`config.mk`:
```
export PLATFORM = sky130hd
export DESIGN_NAME = instr_encoder
export DESIGN_NICKNAME = d
export VERILOG_FILES = /design/src/rtl/instr_pkg.sv /design/src/rtl/instr_fifo.sv /design/src/rtl/instr_encoder.sv
export SDC_FILE = /design/constraint.sdc
export NUM_CORES = 1
export LEC_CHECK = 0
export BUFFER_PORTS_ARGS = -buffer_cell sky130_fd_sc_hd__buf_2
export CAP_MARGIN = 25
export CELL_PAD_IN_SITES_DETAIL_PLACEMENT = 2
export CELL_PAD_IN_SITES_GLOBAL_PLACEMENT = 2
export CORE_UTILIZATION = 35
export CTS_BUF_LIST = sky130_fd_sc_hd__clkbuf_2 sky130_fd_sc_hd__clkbuf_4 sky130_fd_sc_hd__clkbuf_8
export DETAILED_ROUTE_END_ITERATION = 7
export PLACE_DENSITY_LB_ADDON = 0.1
export SLEW_MARGIN = 15
export SYNTH_ARGS = -nofsm -noshare
export SYNTH_HDL_FRONTEND = slang
export SYNTH_HIERARCHICAL = 1
export SYNTH_SLANG_ARGS = --single-unit
export TNS_END_PERCENT = 5
```
`constraint.sdc`:
```
create_clock -name clk -period 2.4 [get_ports clk]
set_input_delay 0.12 -clock clk [delete_from_list [all_inputs] [get_ports clk]]
set_output_delay 0.12 -clock clk [all_outputs]
set_load 0.01 [all_outputs]
```
`src/rtl/instr_pkg.sv`:
```
// Shared opcode constants, format/state enums and the field packer for
// instr_encoder. Optional immediate range checking: INSTR_ENC_CHECK_EN.
package instr_pkg;

    localparam int N_INSTR = 16;

    localparam logic [2:0] OP_B    = 3'b001;
    localparam logic [2:0] OP_LDR  = 3'b011;
    localparam logic [2:0] OP_STR  = 3'b100;
    localparam logic [2:0] OP_ALU  = 3'b101;
    localparam logic [2:0] OP_MOV  = 3'b110;
    localparam logic [2:0] OP_HALT = 3'b111;

    localparam logic [1:0] SUB_MOV_REG = 2'b00;
    localparam logic [1:0] SUB_MOV_IMM = 2'b10;
    localparam logic [1:0] SUB_LDR     = 2'b00;
    localparam logic [1:0] SUB_LDI     = 2'b11;
    localparam logic [1:0] SUB_STR     = 2'b00;

    typedef enum logic [2:0] {
        FMT_ALU,
        FMT_IMM8,
        FMT_MOVR,
        FMT_MEM,
        FMT_BR,
        FMT_HALT
    } fmt_e;

    typedef enum logic [1:0] {
        ST_LOAD,
        ST_DRAIN,
        ST_DONE
    } enc_state_e;

    function automatic fmt_e fmt_of(input logic [2:0] opc,
                                    input logic [1:0] op);
        fmt_e f;
        f = FMT_ALU;
        if (opc == OP_HALT)
            f = FMT_HALT;
        else if (opc == OP_B)
            f = FMT_BR;
        else if ((opc == OP_MOV && op == SUB_MOV_IMM) ||
                 (opc == OP_LDR && op == SUB_LDI))
            f = FMT_IMM8;
        else if (opc == OP_MOV && op == SUB_MOV_REG)
            f = FMT_MOVR;
        else if ((opc == OP_LDR && op == SUB_LDR) ||
                 (opc == OP_STR && op == SUB_STR))
            f = FMT_MEM;
        return f;
    endfunction

    function automatic logic [15:0] encode(
        input logic [2:0]  opc,
        input logic [1:0]  op,
        input fmt_e        fmt,
        input logic [2:0]  cond,
        input logic [2:0]  rd,
        input logic [2:0]  rn,
        input logic [2:0]  rm,
        input logic [1:0]  shift,
        input logic [15:0] imm5,
        input logic [15:0] imm8
    );
        logic [10:0] lo;
        lo = {rn, rd, shift, rm};
        case (fmt)
            FMT_IMM8: lo = {rd, imm8[7:0]};
            FMT_MOVR: lo = {3'b000, rd, shift, rm};
            FMT_MEM:  lo = {rn, rd, imm5[4:0]};
            FMT_BR:   lo = {cond, imm8[7:0]};
            FMT_HALT: lo = '0;
            default:  lo = {rn, rd, shift, rm};
        endcase
        return {opc, op, lo};
    endfunction

    // A value fits if every bit above the sign bit copies the sign bit.
    function automatic logic fits_s5(input logic [15:0] v);
        return (&v[15:4]) || !(|v[15:4]);
    endfunction

    function automatic logic fits_s8(input logic [15:0] v);
        return (&v[15:7]) || !(|v[15:7]);
    endfunction

endpackage

```
`src/rtl/instr_fifo.sv`:
```
// Synchronous FIFO for encoded words; DEPTH must be a power of two.
// Push when full and pop when empty are ignored.
module instr_fifo #(
    parameter int WIDTH = 16,
    parameter int DEPTH = 4
) (
    input  logic                       clk_i,
    input  logic                       rst_i,
    input  logic                       push_i,
    input  logic                       pop_i,
    input  logic [WIDTH-1:0]           wdata_i,
    output logic [WIDTH-1:0]           rdata_o,
    output logic                       full_o,
    output logic                       empty_o,
    output logic [$clog2(DEPTH):0]     count_o
);

    localparam int AW = $clog2(DEPTH);

    logic [WIDTH-1:0] mem_q [DEPTH];
    logic [AW-1:0]    wptr_q;
    logic [AW-1:0]    rptr_q;
    logic [AW:0]      count_q;
    logic             do_push;
    logic             do_pop;

    assign full_o  = (count_q == (AW+1)'(DEPTH));
    assign empty_o = (count_q == '0);
    assign count_o = count_q;
    assign rdata_o = mem_q[rptr_q];

    assign do_push = push_i && !full_o;
    assign do_pop  = pop_i && !empty_o;

    always_ff @(posedge clk_i or posedge rst_i) begin
        if (rst_i) begin
            wptr_q  <= '0;
            rptr_q  <= '0;
            count_q <= '0;
        end else begin
            if (do_push)
                wptr_q <= wptr_q + AW'(1);
            if (do_pop)
                rptr_q <= rptr_q + AW'(1);
            case ({do_push, do_pop})
                2'b10:   count_q <= count_q + (AW+1)'(1);
                2'b01:   count_q <= count_q - (AW+1)'(1);
                default: count_q <= count_q;
            endcase
        end
    end

    always_ff @(posedge clk_i) begin
        if (do_push)
            mem_q[wptr_q] <= wdata_i;
    end

endmodule

```
`src/rtl/instr_encoder.sv`:
```
// Packs decoded fields into instruction words and streams them to memory.
// Define INSTR_ENC_CHECK_EN to reject out-of-range immediates via err.
module instr_encoder #(
    parameter int                N_INSTR    = instr_pkg::N_INSTR,
    parameter int                N_REGISTER = 8,
    parameter int                FIFO_DEPTH = 4,
    parameter int                ADDR_W     = 8,
    parameter logic [ADDR_W-1:0] BASE_ADDR  = '0
) (
    input  logic                          clk,
    input  logic                          reset,
    input  logic                          in_valid,
    output logic                          in_ready,
    input  logic [2:0]                    opCode,
    input  logic [1:0]                    op,
    input  logic [2:0]                    cond,
    input  logic [$clog2(N_REGISTER)-1:0] Rd,
    input  logic [$clog2(N_REGISTER)-1:0] Rn,
    input  logic [$clog2(N_REGISTER)-1:0] Rm,
    input  logic [1:0]                    shift,
    input  logic [15:0]                   sximm5,
    input  logic [15:0]                   sximm8,
    output logic                          mem_write,
    output logic [ADDR_W-1:0]             mem_addr,
    output logic [N_INSTR-1:0]            mem_wdata,
    input  logic                          mem_ready,
    output logic                          done,
    output logic                          err
);

    import instr_pkg::*;

    localparam int CW = $clog2(FIFO_DEPTH) + 1;

    enc_state_e        state_q;
    logic              done_q;
    logic [ADDR_W-1:0] addr_q;
    logic [ADDR_W-1:0] addr_d;

    fmt_e              fmt;
    logic [15:0]       word;
    logic              accept;
    logic              bad;
    logic              push;
    logic              pop;
    logic              is_halt;
    logic              fifo_full;
    logic              fifo_empty;
    logic [CW-1:0]     fifo_count;
    logic [N_INSTR-1:0] head;

    always_comb begin
        fmt = fmt_of(opCode, op);
    end

    assign word = encode(opCode, op, fmt, cond,
                         3'(Rd), 3'(Rn), 3'(Rm), shift,
                         sximm5, sximm8);

    assign is_halt  = (fmt == FMT_HALT);
    assign in_ready = !reset && (state_q == ST_LOAD) && !fifo_full;
    assign accept   = in_valid && in_ready;

`ifdef INSTR_ENC_CHECK_EN
    logic err_q;

    assign bad = ((fmt == FMT_MEM) && !fits_s5(sximm5)) ||
                 ((fmt == FMT_IMM8 || fmt == FMT_BR) && !fits_s8(sximm8));

    always_ff @(posedge clk or posedge reset) begin
        if (reset)
            err_q <= 1'b0;
        else
            err_q <= accept && bad;
    end

    assign err = err_q;
`else
    logic unused_imm_hi;

    assign bad           = 1'b0;
    assign err           = 1'b0;
    assign unused_imm_hi = ^{sximm5[15:5], sximm8[15:8]};
`endif

    assign push = accept && !bad;
    assign pop  = !fifo_empty && mem_ready;

    instr_fifo #(
        .WIDTH (N_INSTR),
        .DEPTH (FIFO_DEPTH)
    ) u_fifo (
        .clk_i   (clk),
        .rst_i   (reset),
        .push_i  (push),
        .pop_i   (pop),
        .wdata_i (N_INSTR'(word)),
        .rdata_o (head),
        .full_o  (fifo_full),
        .empty_o (fifo_empty),
        .count_o (fifo_count)
    );

    assign mem_write = !fifo_empty;
    assign mem_wdata = fifo_empty ? '0 : head;
    assign mem_addr  = addr_q;
    assign done      = done_q;

    assign addr_d = pop ? addr_q + ADDR_W'(1) : addr_q;

    always_ff @(posedge clk or posedge reset) begin
        if (reset)
            addr_q <= BASE_ADDR;
        else
            addr_q <= addr_d;
    end

    // In DRAIN nothing is pushed, so the last entry out is the HALT word.
    always_ff @(posedge clk or posedge reset) begin
        if (reset) begin
            state_q <= ST_LOAD;
            done_q  <= 1'b0;
        end else begin
            unique case (state_q)
                ST_LOAD: begin
                    if (push && is_halt)
                        state_q <= ST_DRAIN;
                end
                ST_DRAIN: begin
                    if (pop && fifo_count == CW'(1)) begin
                        state_q <= ST_DONE;
                        done_q  <= 1'b1;
                    end
                end
                ST_DONE: begin
                    done_q <= 1'b1;
                end
                default: begin
                    state_q <= ST_LOAD;
                end
            endcase
        end
    end

endmodule

```
=== Yosys cells after proc, flatten, opt, wreduce, memory -nomap -nowiden ===
Memory sizes are Yosys's and may differ from the RTL's.
Cells that the tools add are included.

* Register bits: 18
* Bits in writable memories: 64
* Input port bits: 55
* Output and inout bits: 28
* Logic and storage cells: 73
* Memories: 1

{| class="wikitable"
|+ Memories
! memory !! words !! bits a word !! read ports !! clocked after memory_dff !! write ports !! RTL line !! text
|-
| u_fifo.mem_q || 4 || 16 || 1 || 0 || 1 || instr_fifo.sv:20 || <nowiki>logic [WIDTH-1:0] mem_q [DEPTH];</nowiki>
|}

* Add/sub/neg operators: 5
* Equality and inequality tests: 20
* Mux-type cells: 15
* Bitwise gates (word level): 1
* Reduce and logical (&&, ||, !) cells: 25

{| class="wikitable"
|+ Operator list
! cell !! count
|-
| $pmux W11 S5 || 1
|-
| $eq A3 B3 Y1 const B || 6
|-
| $mux W16 || 1
|-
| $logic_and A1 B1 Y1 || 13
|-
| $mux W2 || 5
|-
| $eq A3 B1 Y1 const B || 3
|-
| $eq A3 B2 Y1 const B || 3
|-
| $add A8 B1 Y8 const B || 1
|-
| $eq A2 B2 Y1 const B || 4
|-
| $mux W3 || 2
|-
| $pmux W2 S3 || 1
|-
| $pmux W3 S2 || 1
|-
| $add A2 B1 Y2 const B || 2
|-
| $eq A2 B1 Y1 const B || 2
|-
| $logic_not A2 Y1 || 2
|-
| $reduce_bool A2 Y1 || 2
|-
| $add A3 B1 Y3 const B || 1
|-
| $logic_not A1 Y1 || 3
|-
| $logic_not A3 Y1 || 1
|-
| $mux W1 || 3
|-
| $reduce_and A3 Y1 || 1
|-
| $sub A3 B1 Y3 const B || 1
|-
| $logic_or A1 B1 Y1 || 2
|-
| $ne A2 B1 Y1 const B || 1
|-
| 4 further kinds || 4
|}

=== Depth between registers and ports, before layout ===
Gate-level depths: netlist of the first run.

* Depth in word-level cells: 12
* Depth in mapped cells: 11
* Depth with buffers taken out: 11

=== Cells and area by module ===
The synthesis of the first run kept the hierarchy.

{| class="wikitable"
|+ Modules (own cells, without submodules)
! module !! instances !! cells each !! area each (um^2) !! seq. area each (um^2)
|-
| instr_fifo || 1 || 122 || 2778.9 || 2097.0
|-
| instr_encoder || 1 || 118 || 1004.7 || 275.3
|}

=== Worst setup path before layout of the first run ===
Ideal clock, no wire load.

* Kind: register -> register
* Start: register u_fifo.count_q[2] (netlist: u_fifo/count_o[2])
* End: register u_fifo.count_q[2] (netlist: u_fifo/count_o[2])
* Library setup time: 125 ps
* Arrival time: 2237 ps
* Required time: 2275 ps
* Slack: 38 ps
* Cell stages (with the launch flop): 12
* Buffers on the path: 0
* Period minus slack after synthesis: 2362 ps
* Cell sequence: dfrtp_1 nor3b_2 nor4_1 and2_1 nor2b_2 inv_1 ha_1 inv_1 fa_1 xor2_1 nor2_1 xor2_1

* Word-level cells in the longest chain between the ends: 7
* Elaborated cells on any way between the ends: 15
* Classes of those cells: add/sub: 2; eq/ne: 3; mux: 1; reduce/logical: 9

{| class="wikitable"
|+ RTL lines
! item !! RTL line !! text
|-
| from (decl) || instr_fifo.sv:23 || <nowiki>logic [AW:0] count_q;</nowiki>
|-
| from (signal assigned) || instr_fifo.sv:46 || <nowiki>2'b10: count_q <= count_q + (AW+1)'(1);</nowiki>
|-
| from (signal assigned) || instr_fifo.sv:47 || <nowiki>2'b01: count_q <= count_q - (AW+1)'(1);</nowiki>
|-
| from (signal assigned) || instr_fifo.sv:48 || <nowiki>default: count_q <= count_q;</nowiki>
|-
| $eq A3 B3 Y1 * || instr_fifo.sv:27 || <nowiki>assign full_o = (count_q == (AW+1)'(DEPTH));</nowiki>
|-
| via fifo_full || instr_encoder.sv:47 || <nowiki>logic fifo_full;</nowiki>
|-
| $logic_not A1 Y1 * || instr_encoder.sv:61 || <nowiki>assign in_ready = !reset && (state_q == ST_LOAD) && !fifo_full;</nowiki>
|-
| $logic_and A1 B1 Y1 * || instr_encoder.sv:61 ||
|-
| via in_ready || instr_encoder.sv:13 || <nowiki>output logic in_ready,</nowiki>
|-
| $logic_and A1 B1 Y1 * || instr_encoder.sv:62 || <nowiki>assign accept = in_valid && in_ready;</nowiki>
|-
| via accept || instr_encoder.sv:42 || <nowiki>logic accept;</nowiki>
|-
| $logic_and A1 B1 Y1 * || instr_fifo.sv:32 || <nowiki>assign do_push = push_i && !full_o;</nowiki>
|-
| $eq A2 B1 Y1 / $eq A2 B2 Y1 (equally long branches) || instr_fifo.sv:45 || <nowiki>case ({do_push, do_pop})</nowiki>
|-
| $pmux W3 S2 / $reduce_bool A2 Y1 (equally long branches) || - ||
|}

The timed path passes the listed nets; every way through them passes the cells marked *.
A chain may end at the register's enable or synchronous reset.

=== Final worst setup path of the first run ===
* Start: register u_fifo.count_q[1] (netlist: u_fifo/count_o[1])
* End: register u_fifo.count_q[2] (netlist: u_fifo/count_o[2])

* Word-level cells in the longest chain between the ends: 7
* Elaborated cells on any way between the ends: 15
* Classes of those cells: add/sub: 2; eq/ne: 3; mux: 1; reduce/logical: 9

{| class="wikitable"
|+ RTL lines
! item !! RTL line
|-
| $eq A3 B3 Y1 * || instr_fifo.sv:27
|-
| via fifo_full || instr_encoder.sv:47
|-
| $logic_not A1 Y1 * || instr_encoder.sv:61
|-
| $logic_and A1 B1 Y1 * || instr_encoder.sv:61
|-
| $logic_and A1 B1 Y1 * || instr_encoder.sv:62
|-
| via accept || instr_encoder.sv:42
|-
| $logic_and A1 B1 Y1 * || instr_fifo.sv:32
|-
| $eq A2 B1 Y1 / $eq A2 B2 Y1 (equally long branches) || instr_fifo.sv:45
|-
| $pmux W3 S2 / $reduce_bool A2 Y1 (equally long branches) || -
|}

Marked as above.

==> results of run 1 <==
-- metal layers --
| metal | track usage | wire [um] | part of all wire | vias to the layer above |
|---|---|---|---|---|
| met2 | 0.305 | 4690 | 0.54 | 59 |
| met5 | 0 | 0 | 0 | - |
| met3 | 0.0233 | 263 | 0.030 | 9 |
| met4 | 0.0536 | 84 | 0.0097 | 0 |
| li1 | - | - | - | 1062 |
| met1 | 0.200 | 3600 | 0.42 | 1190 |
-- through the flow --
stage / worst slack (ns) / total power, mW / utilization
after floorplan: 0.0378 / 2.86 / -
after global placement: 0.201 / 3.34 / 0.413
after detailed placement: 0.134 / 3.40 / 0.413
after CTS: 0.111 / 4.54 / 0.435
after global routing: 0.0216 / 4.75 / 0.437
final: 0.217 / 4.49 / 0.437
-- cell type report --
cell class,instances,area share
Clock inverter,7,0.0217
Sequential cell,82,0.521
Timing Repair Buffer,76,0.0973
Tap cell,136,0.0374
Multi-Input combinational cell,134,0.285
Inverter,12,0.00990
Clock buffer,9,0.0272
-- power groups by stage --
| stage | registers, mW | logic (mW) | clock network (mW) |
|---|---|---|---|
| after floorplan | 1.85 | 1.01 | 0 |
| after global placement | 1.83 | 1.51 | 0 |
| after detailed placement | 1.84 | 1.57 | 0 |
| after CTS | 1.81 | 1.58 | 1.16 |
| after global routing | 1.83 | 1.72 | 1.21 |
| final | 1.80 | 1.55 | 1.13 |
-- logic make-up (layout without fill, tap and decap cells) --
kind of cell / Yosys count / in the layout / share of synthesized area
mux: 19 / 19 / 0.112
fa+ha+maj: 7 / 7 / 0.0251
simple gates: 63 / 63 / 0.100
buf+inv: 24 / 104 / 0.0347
other cells: 1 / 1 / 0.000991
xor+xnor: 14 / 14 / 0.0324
flops: 82 / 82 / 0.627
compound gates: 30 / 30 / 0.0678
-- flip-flops by register name, summed over array words and instances, names as in the netlist --
signal and count:
u_fifo/mem_q 64, mem_addr 8, u_fifo/count_o 3, state_q 2, u_fifo/rptr_q 2, u_fifo/wptr_q 2
done 1
-- cell usage in the layout, fill, tap and decap left out, drive strengths merged, types with 2 or more instances in the layout --
cell type  instances
buf               75
edfxtp            64
nor2b             20
dfrtp             18
mux4              16
inv               15
and2              10
xnor2              9
clkbuf             9
nor2               7
nand2              6
ha                 6
xor2               5
a221o              5
a21oi              5
nand4              3
nand2b             3
a22o               3
a22oi              3
o2bb2ai            3
nor3b              3
and3               2
mux2               2
nand3b             2
bufinv             2
a311oi             2
nor3               2
-- worst max-delay path, cell delays in order, from the launching register on --
cell	delay [ns]
dfrtp_2	0.45
nor3b_4	0.21
nor4_2	0.07
and2_1	0.17
nor2b_2	0.16
inv_1	0.06
ha_1	0.17
inv_1	0.06
fa_1	0.37
xor2_1	0.15
nor2_1	0.11
xor2_1	0.15
-- Yosys cell counts, types with 4 or more instances --
library cell	n
a221o_1	5
xnor2_1	9
nand2_1	6
ha_1	6
edfxtp_1	64
xor2_1	5
mux4_1	8
nor2_1	7
a21oi_1	4
nor2b_1	19
inv_1	12
dfrtp_1	18
and2_1	10
buf_2	5
mux4_2	8
-- final timing paths --
| kind | start | endpoint | cells after the start |
|---|---|---|---|
| max | u_fifo/count_o[1] | u_fifo/count_o[2] | 11 |
| min | in_valid | state_q[0] | 3 |
| max reg2reg | u_fifo/count_o[1] | u_fifo/count_o[2] | 11 |
| min reg2reg | done | done | 1 |
| max in group asynchronous | reset | done | 3 |
| min in group asynchronous | reset | u_fifo/count_o[0] | 3 |
-- what timing repair did --
action | CTS | global route
gates resized for setup | 0 | 3
setup buffers | 0 | 1
hold buffers | 1 | 0
endpoints found under the setup margin | 0 | 1
hold endpoints to repair | 18 | 0
==> qor.csv, run 1 <==
metric;value;unit
status;finished, final reports clean;
grt_antenna_before_repair;0;
syn_to_final_growth;20.3;%
ys_seq_elements;82;
critPathMaxFanout;3;
layout.cells.non_filler;456;
ant_nets;0;
die_h;106;um
grt_pass1_vias;2549;
io_pins;83;
synthesis.nets;302;
synth_area_per_cell;15.8;um^2
reg2reg_slack;0.22;ns
postSynthCellCount;240;
total_leakage_power;1.76;nW
p_clk_frac;0.252;
power_switching;1.45;mW
fin_area;4550;um^2
setup_violations;0;
fmax;458;MHz
irDropWorstVdd;0.339;mV
finClkSkew;0.00949;ns
rsz0062_at_grt;false;
num_antenna_cells;0;
synthFlopType;edfxtp_1;
fp.dieArea;11200;um^2
cap_violations;0;
route.detailed.drc;0;
cts.clk_slew.worst_paths;0.09;ns
cts_buffers;9;
timing.hold.ws;0.135;ns
sw_frac_of_total;0.323;
grt_overflow;0;
h-tree-depth;3;
cts_root_buf;clkbuf_8;
fin_crit_sh;0.910;
period_minus_slack;2.18;ns
cell_internal_pwr;3.04;mW
multi_input_area;1300;um^2
grt_max_degree;19;
grtUsageTotal;0.166;
pwr_density_cell;985;nW/um^2
power_frac_seq;0.402;
synth_area;3780;um^2
port_buffers;62;
nets;377;
clock_sinks;82;
cts_buffer_depth;2;
yosysTopAreaCell;edfxtp_1;
tightest_slew;0.630;ns
drtIter0Drc;55;
routabilityCongestion;0.714;
combinationalPowerShare;0.346;
drive_above_1_share;0.341;
synthArstFlopShare;0.220;
path_class;reg -> reg;
synth-edff-count;64;
clk_latency;0.35;ns
first_pass_iters;4;
fill_cells;1037;
max_slew_margin;0.577;
setup_tns;0;ns
synth_top_area_share;0.508;
wl_per_cell;19.0;um
dpl_cell_area;4300;um^2
cts_tree;built;
cp_data_arrival_time;2.47;ns
final-seq-area;2370;um^2
fp-row-count;37;
synth_area_leaders;edfxtp_1 51%, dfrtp_1 12%, mux4_1 5.6%;
hp-class;in -> reg;
die_x;106;um
slew_viol_final;0;
start_util;0.363;
synth_cell_type_count;51;
dpl.cell_count;438;
vias_per_cell;5.09;
ys_seq_area_frac;0.627;
core;10400;um^2
finalHoldViolCount;0;
dr_total_vias;2320;
grt_pass1_wl;13800;um
start_kind;register;
totalWireLength;8640;um
crit_path_end_kind;register;
required;2.68;ns
hpwlAfterDp;5870;um
synth-warning-count;6;
Note: power is estimated with default switching activity, not from simulation.
==> run 2: changes to the inputs <==
Settings changed: ABC_AREA set to 1, CORE_UTILIZATION 35 to 32.
==> run 2 against run 1 <==
Compared with the run above:
- sequential power about the same
- largest power group is now combinational cells
- area after synthesis increased by 14%
- wire length increased by 27%
==> qor.csv, run 2 <==
metric;value;unit;change
irDropWorstVdd;0.299;mV;-12%
fill_cells;1492;;+44%
ant_nets;0;;unchanged
timing.hold.ws;0.0458;ns;-0.0887 ns
met2_length;5520;um;+18%
nets;593;;+57%
fin_area;5090;um^2;+12%
setup_violations;0;;unchanged
cts_tree;built;;
required;2.67;ns;about the same
synth_area_per_cell;9.30;um^2;-41%
grtUsageTotal;0.169;;+0.00296
grt_max_degree;28;;+9
r2r-start;u_fifo/count_o[0];;
ys_seq_area_frac;0.549;;-0.0782
clock_sinks;82;;unchanged
core;13200;um^2;+27%
cts_buffer_depth;2;;unchanged
cts.clk_slew.worst_paths;0.08;ns;about the same
drtIter0Drc;125;;+130%
timing.hold.worst_endpoint;state_q[0];;
critPathMaxStageDelay;0.42;ns;-0.03 ns
hold_depth;3;;unchanged
ys_seq_elements;82;;unchanged
dpl.cell_count;695;;+59%
reg2reg_depth;11;;unchanged
fp-row-count;42;;+14%
postLayoutCoreUtil;0.386;;-0.0513
vias_per_cell;4.64;;-8.8%
dr_total_vias;3305;;+42%
grt_overflow;0;;unchanged
fin_crit_sh;0.913;;+0.00343
synth_area_leaders;edfxtp_1 44%, nand2_1 11%, dfrtp_1 10%;;
synth_area;4320;um^2;+14%
synth_top_area_share;0.445;;-0.0634
wl_met3;295;um;+12%
hp-start;in_valid;;
num_antenna_cells;0;;unchanged
cp_slowest_cell;fa_1;;
yosys.area_share.simple;0.232;;+0.131
first_pass_iters;4;;unchanged
status;finished, final reports clean;;
wl_per_cell;15.4;um;-19%
drive_above_1_share;0.226;;-0.115
rsz0062_at_grt;false;;
pwr_density_cell;997;nW/um^2;+1.1%
synth-edff-count;64;;unchanged
synthesis.nets;527;;+75%
largest-register;u_fifo/mem_q;;
total_leakage_power;2.44;nW;+39%
cts_root_buf;clkbuf_8;;
io_pins;83;;unchanged
worstSetupStartpoint;u_fifo/count_o[0];;
finClkSkew;0.00934;ns;-0.000153 ns
route.detailed.drc;0;;unchanged
synth_xor_area_frac;0.0142;;-0.0182
critPathMaxFanout;7;;+4
final-seq-area;2370;um^2;unchanged
die_h;118;um;+12%
grt_pass1_wl;18100;um;+32%
clk_latency;0.35;ns;about the same
synthFlopType;edfxtp_1;;
multi_input_area;1460;um^2;+13%
routabilityCongestion;0.733;;+2.7%
synth-warning-count;6;;unchanged
reg2reg_slack;0.21;ns;about the same
dpl_cell_area;4800;um^2;+12%
yosysMostFrequentCell;nand2_1;;
fmax;456;MHz;-0.38%
dp_slack;0.118;ns;-0.0159 ns
muxShareOfSynthArea;0;;-0.112
synth_top_family_by_area;simple AND/OR/NAND/NOR gates;;
dr.max_layer_used;met4;;
fp.dieArea;14000;um^2;+24%
met1Wirelength;5030;um;+40%
h-tree-depth;3;;unchanged
grt_pass1_vias;3559;;+40%
cp_data_arrival_time;2.46;ns;about the same
largest_register_ffs;64;;unchanged
cts_setup_buffers;0;;unchanged
worstReg2RegEnd;u_fifo/count_o[1];;
path_cells;inv_2 -> nand3_2 -> inv_1 -> nor4_2 -> nand2_1 -> inv_1 -> nand2_2 -> ha_1 -> inv_1 -> fa_1 -> o21ai_0;;
syn_to_final_growth;17.7;%;
die_x;118;um;+12%
hpwlAfterDp;7930;um;+35%
start_util;0.328;;-0.0355
finalHoldViolCount;0;;unchanged
grt_antenna_before_repair;0;;unchanged
yosys-top-cells-count;130 x nand2_1, 82 x inv_1, 64 x edfxtp_1, 41 x nor2_1, 30 x nand3_1;;
hp-class;in -> reg;;
power.total;5.07;mW;+13%
crit_path_end_kind;register;;
slew_viol_final;0;;unchanged
final_cell_mix;129 x nand2_1, 82 x inv_1, 64 x edfxtp_1, 62 x buf_2, 41 x nor2_1;;
start_kind;register;;
layout.cells.non_filler;712;;+56%
cts_buffers;9;;unchanged
fin_ws;0.208;ns;-0.00823 ns
synthAdderAreaFrac;0.0220;;-0.00314
final_common_cell;nand2_1;;
synthArstFlopShare;0.220;;unchanged
totalWireLength;11000;um;+27%
setup_tns;0;ns;unchanged
synth_compound_area_frac;0.0669;;-0.000931
path_class;reg -> reg;;
period_minus_slack;2.19;ns;+0.00822 ns
port_buffers;62;;unchanged
synth_cell_type_count;37;;-27%
postSynthCellCount;465;;+94%
cap_violations;0;;unchanged
crit_top_cell;inv_1;;
yosysTopAreaCell;edfxtp_1;;
==> run 2: where the power goes <==
group / switching [mW] / internal [mW] / total [mW]
sequential: 0.126 / 1.67 / 1.80
combinational: 1.28 / 0.690 / 1.97
clock: 0.493 / 0.803 / 1.30
==> run 2: cell families (layout without fill, tap and decap cells) <==
logic type	after synthesis	count (layout)
buffers and inverters	108	179
adders and majority gates	7	7
and+or+nand+nor	224	224
DFF	82	82
AOI/OAI and AO/OA	36	36
xor gates and xnor gates	7	7
other	1	1
==> run 2: repair_timing <==
action	in CTS	in global routing
setup endpoints to repair	0	2
endpoints found under the hold margin	18	0
hold buffers	1	0
resized for setup	0	4
==> run 2: worst max-delay path by stage <==
stage                          to  slack (ns)  depth (start not counted)
2_1_floorplan  u_fifo/mem_q[0][0]        0.08                          8
5_1_grt         u_fifo/count_o[1]        0.03                         11
4_1_cts         u_fifo/count_o[1]        0.08                         11
3_5_place_dp    u_fifo/count_o[1]        0.12                         11
6_report        u_fifo/count_o[1]        0.21                         11
3_3_place_gp    u_fifo/count_o[1]        0.24                         11
==> run 2: final cells by class <==
class                   count  area share
clock buffers              10      0.0258
clock inverters             6      0.0253
inverters                  92      0.0694
multi-input cells         275       0.288
flip-flops and latches     82       0.467
well taps                 176      0.0433
repair buffers             71      0.0821
==> run 2: metal layers <==
layer | up-vias | track usage
met1 | 1637 | 0.209
met2 | 51 | 0.298
met5 | - | 0
met3 | 9 | 0.0328
li1 | 1608 | -
met4 | 0 | 0.0457
==> run 2: worst max-delay path, delay by kind of cell (launching register included) <==
| family | cells | cell delay (ns) |
|---|---|---|
| AOI/OAI and AO/OA | 1 | 0.18 |
| adders and majority gates | 2 | 0.65 |
| DFF | 1 | 0.40 |
| buffers and inverters | 4 | 0.35 |
| and+or+nand+nor | 4 | 0.52 |
==> run 3: changes to the inputs <==
--- a/config.mk
+++ b/config.mk
@@ -14,4 +14,5 @@
 export CTS_BUF_LIST = sky130_fd_sc_hd__clkbuf_2 sky130_fd_sc_hd__clkbuf_4 sky130_fd_sc_hd__clkbuf_8
 export DETAILED_ROUTE_END_ITERATION = 7
+export MAX_ROUTING_LAYER = met4
 export PLACE_DENSITY_LB_ADDON = 0.1
 export SLEW_MARGIN = 15
==> constraint.sdc (replaced) <==
create_clock -name clk -period 2.4 [get_ports clk]
set_input_delay 0.12 -clock clk [delete_from_list [all_inputs] [get_ports clk]]
set_output_delay 0.12 -clock clk [all_outputs]
set_load 0.1 [all_outputs]
==> run 3 against run 2 <==
Compared with the run above:
- via count fell by 0.76%
- core utilization fell by 0.066 points
- sequential cell count did not move
- largest cell class unchanged
==> qor.csv, run 3 (synthesized netlist as in run 2, its figures left out) <==
metric;value;unit;change
grt_overflow;0;;unchanged
pwr_density_cell;1360;nW/um^2;+36%
hpwlAfterDp;7740;um;-2.3%
core;13200;um^2;unchanged
setup_violations;0;;unchanged
fin_crit_sh;0.926;;+0.0129
final_common_cell;nand2_1;;
largest-register;u_fifo/mem_q;;
cts_setup_buffers;0;;unchanged
power.total;6.88;mW;+36%
reg2reg_slack;0.18;ns;-0.03 ns
cp_top_family;simple AND/OR/NAND/NOR gates;;
grtUsageTotal;0.179;;+0.0106
irDropWorstVdd;0.594;mV;+99%
largest_register_ffs;64;;unchanged
route.detailed.drc;0;;unchanged
critPathMaxFanout;9;;+2
num_antenna_cells;0;;unchanged
fmax;450;MHz;-1.4%
h-tree-depth;3;;unchanged
cts_buffers;9;;unchanged
port_buffers;62;;unchanged
critical_path_buf_inv_count;6;;+2
slew_viol_final;0;;unchanged
clk_latency;0.36;ns;about the same
first_pass_iters;4;;unchanged
setup_tns;0;ns;unchanged
totalWireLength;11100;um;+1.1%
routabilityCongestion;0.688;;-6.2%
cts_tree;built;;
crit_top_cell;nand2_1;;
path_cells;inv_1 -> nand3_2 -> inv_1 -> inv_2 -> nand2_4 -> inv_6 -> nand2_1 -> inv_1 -> ha_2 -> inv_2 -> fa_1 -> nand2_1 -> nand3_1 -> nand2_1 -> nand2_1;;
start_kind;register;;
use_met3;0.0285;;-0.00434
cts_buffer_depth;2;;unchanged
use_met2;0.307;;+0.00882
drive_above_1_share;0.237;;+0.0112
die_x;118;um;unchanged
vias_per_cell;4.61;;-0.76%
grt_pass1_wl;18600;um;+2.5%
die_h;118;um;unchanged
cp_slowest_cell;dfrtp_2;;
grt_busiest_layer;met2;;
max_slew_margin;0.665;;
path_class;reg -> reg;;
finalHoldViolCount;0;;unchanged
drtIter0Drc;136;;+8.8%
nets;593;;unchanged
wl_per_cell;15.6;um;+1.1%
io_pins;83;;unchanged
cp_data_arrival_time;2.48;ns;+0.02 ns
final_cell_mix;129 x nand2_1, 79 x inv_1, 64 x edfxtp_1, 62 x buf_2, 37 x nor2_1;;
cts_root_buf;clkbuf_8;;
cts.clk_slew.worst_paths;0.09;ns;about the same
dpl_cell_area;4810;um^2;about the same
status;finished, final reports clean;;
required;2.65;ns;-0.02 ns
tightest_slew;0.502;ns;
postLayoutCoreUtil;0.385;;-0.000664
grt_antenna_before_repair;0;;unchanged
grt_max_degree;34;;+21%
ant_nets;0;;unchanged
cap_violations;0;;unchanged
grt_pass1_vias;3606;;+1.3%
fp-row-count;42;;unchanged
clock_sinks;82;;unchanged
hp-class;in -> reg;;
period_minus_slack;2.22;ns;+0.0310 ns
grt_use_met1;0.215;;+0.00596
fp.dieArea;14000;um^2;unchanged
crit_path_end_kind;register;;
dr_total_vias;3280;;-0.76%
critPathMaxStageDelay;0.43;ns;about the same
start_util;0.328;;unchanged
finClkSkew;0.0111;ns;+0.00172 ns
fin_area;5080;um^2;-0.17%
total_leakage_power;2.42;nW;-0.67%
syn_to_final_growth;17.5;%;
fill_cells;1480;;-0.80%
[run 3: changes by cell type in the layout (fill, tap and decap cells not counted), sizes merged]
cell	delta
clkbuf	-1
clkinv	+1
[run 3: report_power, final]
group	internal, mW	leakage [nW]	switching (mW)
registers	1.67	0.794	0.130
clock network	0.786	0.126	0.495
logic	0.698	1.50	3.10
[run 3: worst paths after layout]
| check | depth (start not counted) | endpoint | start |
|---|---|---|---|
| setup reg to reg | 15 | u_fifo/count_o[2] | u_fifo/count_o[2] |
| min in group asynchronous | 3 | u_fifo/wptr_q[1] | reset |
| setup / recovery | 15 | u_fifo/count_o[2] | u_fifo/count_o[2] |
| hold reg to reg | 1 | done | done |
| hold / removal | 3 | state_q[0] | in_valid |
| max in group asynchronous | 3 | mem_addr[3] | reset |
[run 3: what timing repair did]
action                                  CTS  global route
endpoints found under the setup margin    1             1
gates resized for setup                   1             1
pin swaps                                 0             0
endpoints found under the hold margin    18             0
hold buffers                              1             0
[run 3: worst reg2reg max path: stages, from the launching register on]
cell	delay [ns]
dfrtp_2	0.43
inv_1	0.10
nand3_2	0.12
inv_1	0.07
inv_2	0.07
nand2_4	0.08
inv_6	0.11
nand2_1	0.08
inv_1	0.08
ha_2	0.19
inv_2	0.05
fa_1	0.40
nand2_1	0.12
nand3_1	0.09
nand2_1	0.07
nand2_1	0.05
[run 3: area by class of cell]
type,count,area [um^2],area share
Tap cell,176,220,0.0434
Sequential cell,82,2370,0.467
Multi-Input combinational cell,275,1500,0.295
Inverter,92,353,0.0695
Timing Repair Buffer,71,380,0.0749
Clock inverter,7,131,0.0259
Clock buffer,9,124,0.0244
[run 3: layer usage]
metal,vias to the layer above,wire (um)
li1,1606,-
met1,1613,4930
met2,55,5700
met3,6,350
met4,0,100
met5,-,0
[run 3: metrics by stage]
step / instances / hold slack [ns] / setup slack [ns]
6_report: 712 / 0.0578 / 0.177
5_1_grt: 712 / 0.0551 / -0.00459
4_1_cts: 712 / 0.0305 / 0.0626
3_5_place_dp: 695 / 0.121 / 0.0845
3_3_place_gp: 695 / 0.126 / 0.254
2_1_floorplan: 465 / -0.0766 / -0.507
